<file path="config.mk">
export PLATFORM = sky130hd
export DESIGN_NAME = life_board_store
export DESIGN_NICKNAME = d
export VERILOG_FILES = /design/src/rtl/life_board_store.sv
export SDC_FILE = /design/constraint.sdc
export NUM_CORES = 1
export LEC_CHECK = 0
export ABC_AREA = 1
export CORE_ASPECT_RATIO = 1.25
export CORE_MARGIN = 2
export CORE_UTILIZATION = 45
export DETAILED_ROUTE_END_ITERATION = 6
export PLACE_DENSITY = 0.82
export RECOVER_POWER = 50
export SLEW_MARGIN = 20
export SYNTH_ARGS = -nofsm -noshare
export SYNTH_HDL_FRONTEND = slang
export SYNTH_SLANG_ARGS = --single-unit
</file>
<file path="constraint.sdc">
create_clock -name clk -period 5.9 [get_ports clk]
set_input_delay 0.885 -clock clk [delete_from_list [all_inputs] [get_ports clk]]
set_output_delay 0.885 -clock clk [all_outputs]
set_load 0.02 [all_outputs]
</file>
<file path="src/rtl/life_board_store.sv">
// Game of Life board memory: holds the current generation plus a 2-bit saturating age per cell,
// serves an age-coloured GRB value per cell, and commits the next generation at frame end.
module life_board_store #(
    parameter int          ROWS       = 8,
    parameter int          COLS       = 8,
    parameter int          GEN_W      = 16,
    parameter logic [23:0] DEAD_COLOR = 24'h000000,
    parameter logic [23:0] AGE0_COLOR = 24'h00F000,
    parameter logic [23:0] AGE1_COLOR = 24'hF0F000,
    parameter logic [23:0] AGE2_COLOR = 24'hF00000,
    parameter logic [23:0] AGE3_COLOR = 24'h0000F0,
    localparam int         CELLS      = ROWS * COLS,
    localparam int         ADDR_W     = (CELLS > 1) ? $clog2(CELLS) : 1
) (
    input  logic              clk,
    input  logic              rst_n,
    input  logic              init_valid,
    output logic              init_ready,
    input  logic [CELLS-1:0]  init_state,
    input  logic [CELLS-1:0]  next_state,
    output logic [CELLS-1:0]  curr_state,
    input  logic [ADDR_W-1:0] read_address,
    output logic [23:0]       read_data,
    input  logic              pixel_done,
    input  logic              hold,
    output logic              frame_commit,
    output logic [GEN_W-1:0]  gen_count,
    output logic              loaded
);

    localparam logic [ADDR_W-1:0] LAST_CNT = ADDR_W'(CELLS - 1);
    localparam logic [ADDR_W:0]   CELLS_W  = (ADDR_W + 1)'(CELLS);

    typedef enum logic {
        ST_EMPTY = 1'b0,
        ST_RUN   = 1'b1
    } state_e;

    state_e                  state_q, state_d;
    logic [CELLS-1:0]        curr_q, curr_d;
    logic [CELLS-1:0][1:0]   age_q, age_d;
    logic [ADDR_W-1:0]       cnt_q, cnt_d;
    logic [ADDR_W-1:0]       raddr_q, raddr_d;
    logic [23:0]             read_data_q, read_data_d;
    logic                    frame_commit_q, frame_commit_d;
    logic [GEN_W-1:0]        gen_q, gen_d;
    logic                    loaded_q, loaded_d;
    logic                    frame_end;
    logic                    commit;

    // A load always wins over a commit landing on the same edge.
    always_comb begin
        state_d        = state_q;
        curr_d         = curr_q;
        age_d          = age_q;
        cnt_d          = cnt_q;
        gen_d          = gen_q;
        loaded_d       = loaded_q;
        raddr_d        = read_address;
        frame_end      = (state_q == ST_RUN) && pixel_done && (cnt_q == LAST_CNT);
        commit         = frame_end && !hold && !init_valid;
        frame_commit_d = commit;

        if (init_valid) begin
            state_d  = ST_RUN;
            curr_d   = init_state;
            age_d    = '0;
            cnt_d    = '0;
            gen_d    = '0;
            loaded_d = 1'b1;
        end else if ((state_q == ST_RUN) && pixel_done) begin
            cnt_d = frame_end ? '0 : cnt_q + 1'b1;
            if (commit) begin
                curr_d = next_state;
                gen_d  = gen_q + 1'b1;
                for (int i = 0; i < CELLS; i++) begin
                    if (curr_q[i] && next_state[i]) begin
                        age_d[i] = (age_q[i] == 2'd3) ? 2'd3 : age_q[i] + 2'd1;
                    end else begin
                        age_d[i] = 2'd0;
                    end
                end
            end
        end
    end

    // Colour is looked up from the address captured on the previous edge.
    always_comb begin
        read_data_d = 24'h000000;
        if ({1'b0, raddr_q} < CELLS_W) begin
            read_data_d = DEAD_COLOR;
            if ((state_q == ST_RUN) && curr_q[raddr_q]) begin
                case (age_q[raddr_q])
                    2'd0:    read_data_d = AGE0_COLOR;
                    2'd1:    read_data_d = AGE1_COLOR;
                    2'd2:    read_data_d = AGE2_COLOR;
                    default: read_data_d = AGE3_COLOR;
                endcase
            end
        end
    end

    always_ff @(posedge clk) begin
        if (!rst_n) begin
            state_q        <= ST_EMPTY;
            curr_q         <= '0;
            age_q          <= '0;
            cnt_q          <= '0;
            raddr_q        <= '0;
            read_data_q    <= '0;
            frame_commit_q <= 1'b0;
            gen_q          <= '0;
            loaded_q       <= 1'b0;
        end else begin
            state_q        <= state_d;
            curr_q         <= curr_d;
            age_q          <= age_d;
            cnt_q          <= cnt_d;
            raddr_q        <= raddr_d;
            read_data_q    <= read_data_d;
            frame_commit_q <= frame_commit_d;
            gen_q          <= gen_d;
            loaded_q       <= loaded_d;
        end
    end

    assign init_ready   = rst_n;
    assign curr_state   = curr_q;
    assign read_data    = read_data_q;
    assign frame_commit = frame_commit_q;
    assign gen_count    = gen_q;
    assign loaded       = loaded_q;

endmodule
</file>
## Word-level counts from Yosys, hierarchy flattened

Cells that the tools add are included.

- Add/sub/neg operators: 66
- Magnitude comparators: 1
- Equal/unequal tests: 67
- Mux-type cells: 137
- Bitwise logic cells: 1
- Reduce and logical (&&, ||, !) cells: 78

Operator list:

| kind | count |
|---|---|
| two-way mux 2 bit | 129 |
| two-way mux 64 bit | 3 |
| == test 2 bit, second input constant | 65 |
| adder 2 x 1 -> 2 bit, second input constant | 64 |
| case mux 24 bit (3 select lines) | 1 |
| logical AND 1 bit | 69 |
| adder 16 x 1 -> 16 bit, second input constant | 1 |
| binary-select mux 2 bit (select 6 bit) | 1 |
| less-than comparator 6 x 7 -> 1 bit, second input constant | 1 |
| adder 6 x 1 -> 6 bit, second input constant | 1 |
| binary-select mux 1 bit (select 6 bit) | 1 |
| == test 6 bit, second input constant | 1 |
| two-way mux 6 bit | 1 |
| AND reduction 2 bit | 3 |
| nonzero test 2 bit | 2 |
| == test 2 x 1 -> 1 bit, second input constant | 1 |
| zero test 1 bit | 2 |
| zero test 2 bit | 1 |
| OR reduction 2 bit | 1 |
| two-way mux 1 bit | 1 |
| NOT 1 bit | 1 |

- Register bits: 246
- Input port bits: 139
- Output and inout bits: 107
- Word-level logic and storage cells: 421

## Depth between registers and ports, before layout

- Depth after elaboration: 7
- Depth in mapped cells: 16
- Mapped depth without buffers: 14

## Least setup slack after synthesis

Ideal clock, no wire load.

- Kind: input to register
- Start point: input port pixel_done
- End point: register gen_q[4], in the netlist gen_count[4]
- Library setup time: 0.135 ns
- Arrival: 2.056 ns
- Data required time: 5.765 ns
- Path slack: 3.709 ns
- Stages on the path: 9
- Buffers on the path: 1
- Cells stage by stage: nand2_2 -> nor3_4 -> nand2_1 -> nor2_4 -> nand2_2 -> inv_2 -> buf_2 -> and3_1 -> a31oi_1

- Longest elaborated chain between the ends: 5

RTL lines:

| item | RTL line | source |
|---|---|---|
| start, declared | 24 | `input logic pixel_done,` |
| logical AND 1 bit (*) | 60, 71 |  |
| logical AND 1 bit | 60 | `frame_end = (state_q == ST_RUN) && pixel_done && (cnt_q == LAST_CNT);` |
| logical AND 1 bit (2 in a row) | 61 | `commit = frame_end && !hold && !init_valid;` |
| AND reduction 2 bit (no source line) (*) | -- |  |
| end signal, assigned | 122 | `gen_q <= gen_d;` |
| end, declared | 46 | `logic [GEN_W-1:0] gen_q, gen_d;` |

Mark *: on every way between the ends. The rest lies on a longest branch, timed or not.
A chain may end at the register's enable or synchronous reset.

## Worst setup path after layout

- Start point: input port rst_n
- End point: register age_q[44] (netlist bit)

- Longest elaborated chain between the ends: 2

RTL lines:

| item | RTL line | source |
|---|---|---|
| start, declared | 16 | `input logic rst_n,` |
| NOT 1 bit (no source line) | -- |  |
| OR reduction 2 bit (no source line) | -- |  |
| end signal, assigned | 117 | `age_q <= age_d;` |
| end, declared | 41 | `logic [CELLS-1:0][1:0] age_q, age_d;` |

No other way between the ends.

==> reports/results.ini <==
[outcome]
status = complete, but fails checks
violations = capacitance limit, slew limit

[finish]
seq_area_um2 = 4510
multi_input_area_um2 = 5500
fill_cells = 2332
syn2layout_area_growth_pct = 26.9
fin_nets = 1922
drive_gt1_frac = 0.0334

[timing]
timing.hold.ws_ns = 0.492
max_freq_mhz = 232
fin_setup_tns_ns = 0
finalHoldViolations = 0
drv_slew = 44
tightest_slew_ns = 2.29
finalCritPeriodShare = 0.730
worst_clock_skew_ns = 0.00886
setup_viol = 0
period_needed_ns = 4.31
relSlewSlack = -0.525
rsz0062_at_grt = false

[yosys]
yosys.area.top_type = dfxtp_1
synth_edf_count = 0
synth_top_cell_area_share = 0.406
synth_area_leaders = dfxtp_1 (41%), nand2_1 (16%), a21oi_1 (11%)
seq_area_frac_synth = 0.406
yosysWarningCount = 0
syn-instance-count = 1628
synth_flop_cell = dfxtp_1
yosysMostFrequentCell = nand2_1
syn_area_per_cell_um2 = 6.81
yosysUniqueCellTypes = 33
synth_common_cells = nand2_1 (460), a21oi_1 (251), dfxtp_1 (225)
async_flop_share = 0
synthesis.area_um2 = 11100
ys_seq_elements = 225

[die]
initial_utilization = 0.456
core_um2 = 24300
row_count = 64
num_io_pins = 246
die_x_um = 144
dieHeight_um = 180
die_area_um2 = 25900

[clock_tree]
cts_hold_buf = 0
cts_resized = 0
cts_made_buffers = 24
cts_sinks = 225
clkLatencyLatePin_ns = 0.51
tritoncts = built
cts_setup_buffers = 0
cts.path.max_buffers = 3
clk_pin_slew_ns = 0.06
cts-root-buf = clkbuf_16
h-tree-depth = 1

[global_routing]
antenna_found_initial = 2
grt_pass1_wl_um = 53900
grt_usage = 0.252
grt_pass1_vias = 10900
gr-total-overflow = 0
grt_start_max_net_pins = 98

[detailed_routing]
wl_per_cell_um = 15.9
firstDrtPassIters = 7
routed_wl_um = 33800
vias = 11600
vias_per_cell = 5.47
drc = 0
drtAntennaViolNets = 0
drt_iter0_markers = 928

[critical_path]
end_kind = register
critical_path.max_fanout = 62
cp.required_ns = 6.33
crit_type = input port to register
cp-start-kind = input port
crit_arrival_ns = 4.74

[power_and_ir_drop]
ir_drop_v = 0.000180
power_mw = 3.47
p_per_area_nw_per_um2 = 247
p_leak_nw = 5.16

[job]
drv_cap = 1

[placement]
gp_congestion = 0.841
hpwl_um = 21700
portBuffers = 233

[hold_path]
hold_path.class = register to register

registers in the layout, summed over array words and instances, names as in the netlist:
signal	cells
gen_count	16
loaded	1
raddr_q	6
frame_commit	1
read_data	3
curr_state	64
age_q	128
cnt_q	6
worst max-delay path: stages:
cell and delay (ns):
dlygate4sd3_1 0.87, clkinv_1 0.12, buf_4 0.37, nor2_1 0.26, clkbuf_1 1.66, o21ai_0 0.32, a21oi_1 0.22
cells in the final DEF, fill, tap and decap left out, drive strengths merged:
cell type and instances:
nand2 462, a21oi 251, dfxtp 225, clkdlybuf4s50 137, inv 118, nand3 117
o21ai 101, dlygate4sd3 95, a211oi 65, a31oi 57, nor2 55, clkbuf 38
nor3 14, conb 12, buf 12, clkinv 7, o211ai 6, ha 5
a22oi 4, xor2 3, diode 2, xnor2 2, nand4 2, clkinvlp 2
o21bai 1, and3 1, nor4 1, a31o 1, bufinv 1
report_power, final:
part / switching, mW / total, mW / internal (mW) / leakage (nW)
Combinational: 0.231 / 0.411 / 0.179 / 2.96
Clock: 0.611 / 1.48 / 0.870 / 0.376
Sequential: 0.0355 / 1.58 / 1.55 / 1.83
Total: 0.877 / 3.47 / 2.60 / 5.16
worst paths after layout:
path	start	to	slack [ns]	cells after the start
hold / removal	age_q[74]	age_q[74]	0.49	2
setup / recovery	rst_n	age_q[44]	1.59	7
hold reg to reg	age_q[74]	age_q[74]	0.49	2
setup reg to reg	raddr_q[1]	read_data[22]	2.25	14
cell type report:
class,instances,share of cell area
Sequential cell,225,0.320
Tap cell,330,0.0293
Multi-Input combinational cell,1160,0.390
Clock buffer,37,0.0505
Inverter,122,0.0329
Clock inverter,6,0.00409
Timing Repair Buffer,245,0.172
Antenna cell,2,0.000355
cell families after synthesis:
logic type               Yosys count  synth area share
other                              1          0.000338
flip-flops                       225             0.406
XOR/XNOR                           5           0.00395
AND/OR/NAND/NOR                  652             0.239
AO/OA/AOI/OAI                    486             0.243
adder cells (fa/ha/maj)            5           0.00564
buffers and inverters            254             0.102
per-layer routing:
| layer | track usage | up-vias | share of wire |
|---|---|---|---|
| met5 | 0 | - | 0 |
| met3 | 0.0378 | 57 | 0.077 |
| met4 | 0.0909 | 0 | 0.029 |
| li1 | - | 5757 | - |
| met1 | 0.323 | 5357 | 0.41 |
| met2 | 0.427 | 458 | 0.48 |
per-stage QoR:
step            util  instances  setup WS, ns  cell area [um2]
2_1_floorplan      -       1639          3.71            11100
3_3_place_gp   0.547       2082          1.97            13300
3_5_place_dp   0.547       2082          1.92            13300
6_report       0.579       2127          1.59            14100
5_1_grt        0.579       2127          1.27            14100
4_1_cts        0.579       2125          2.29            14100
No activity file was read; power rests on OpenSTA's default activity.
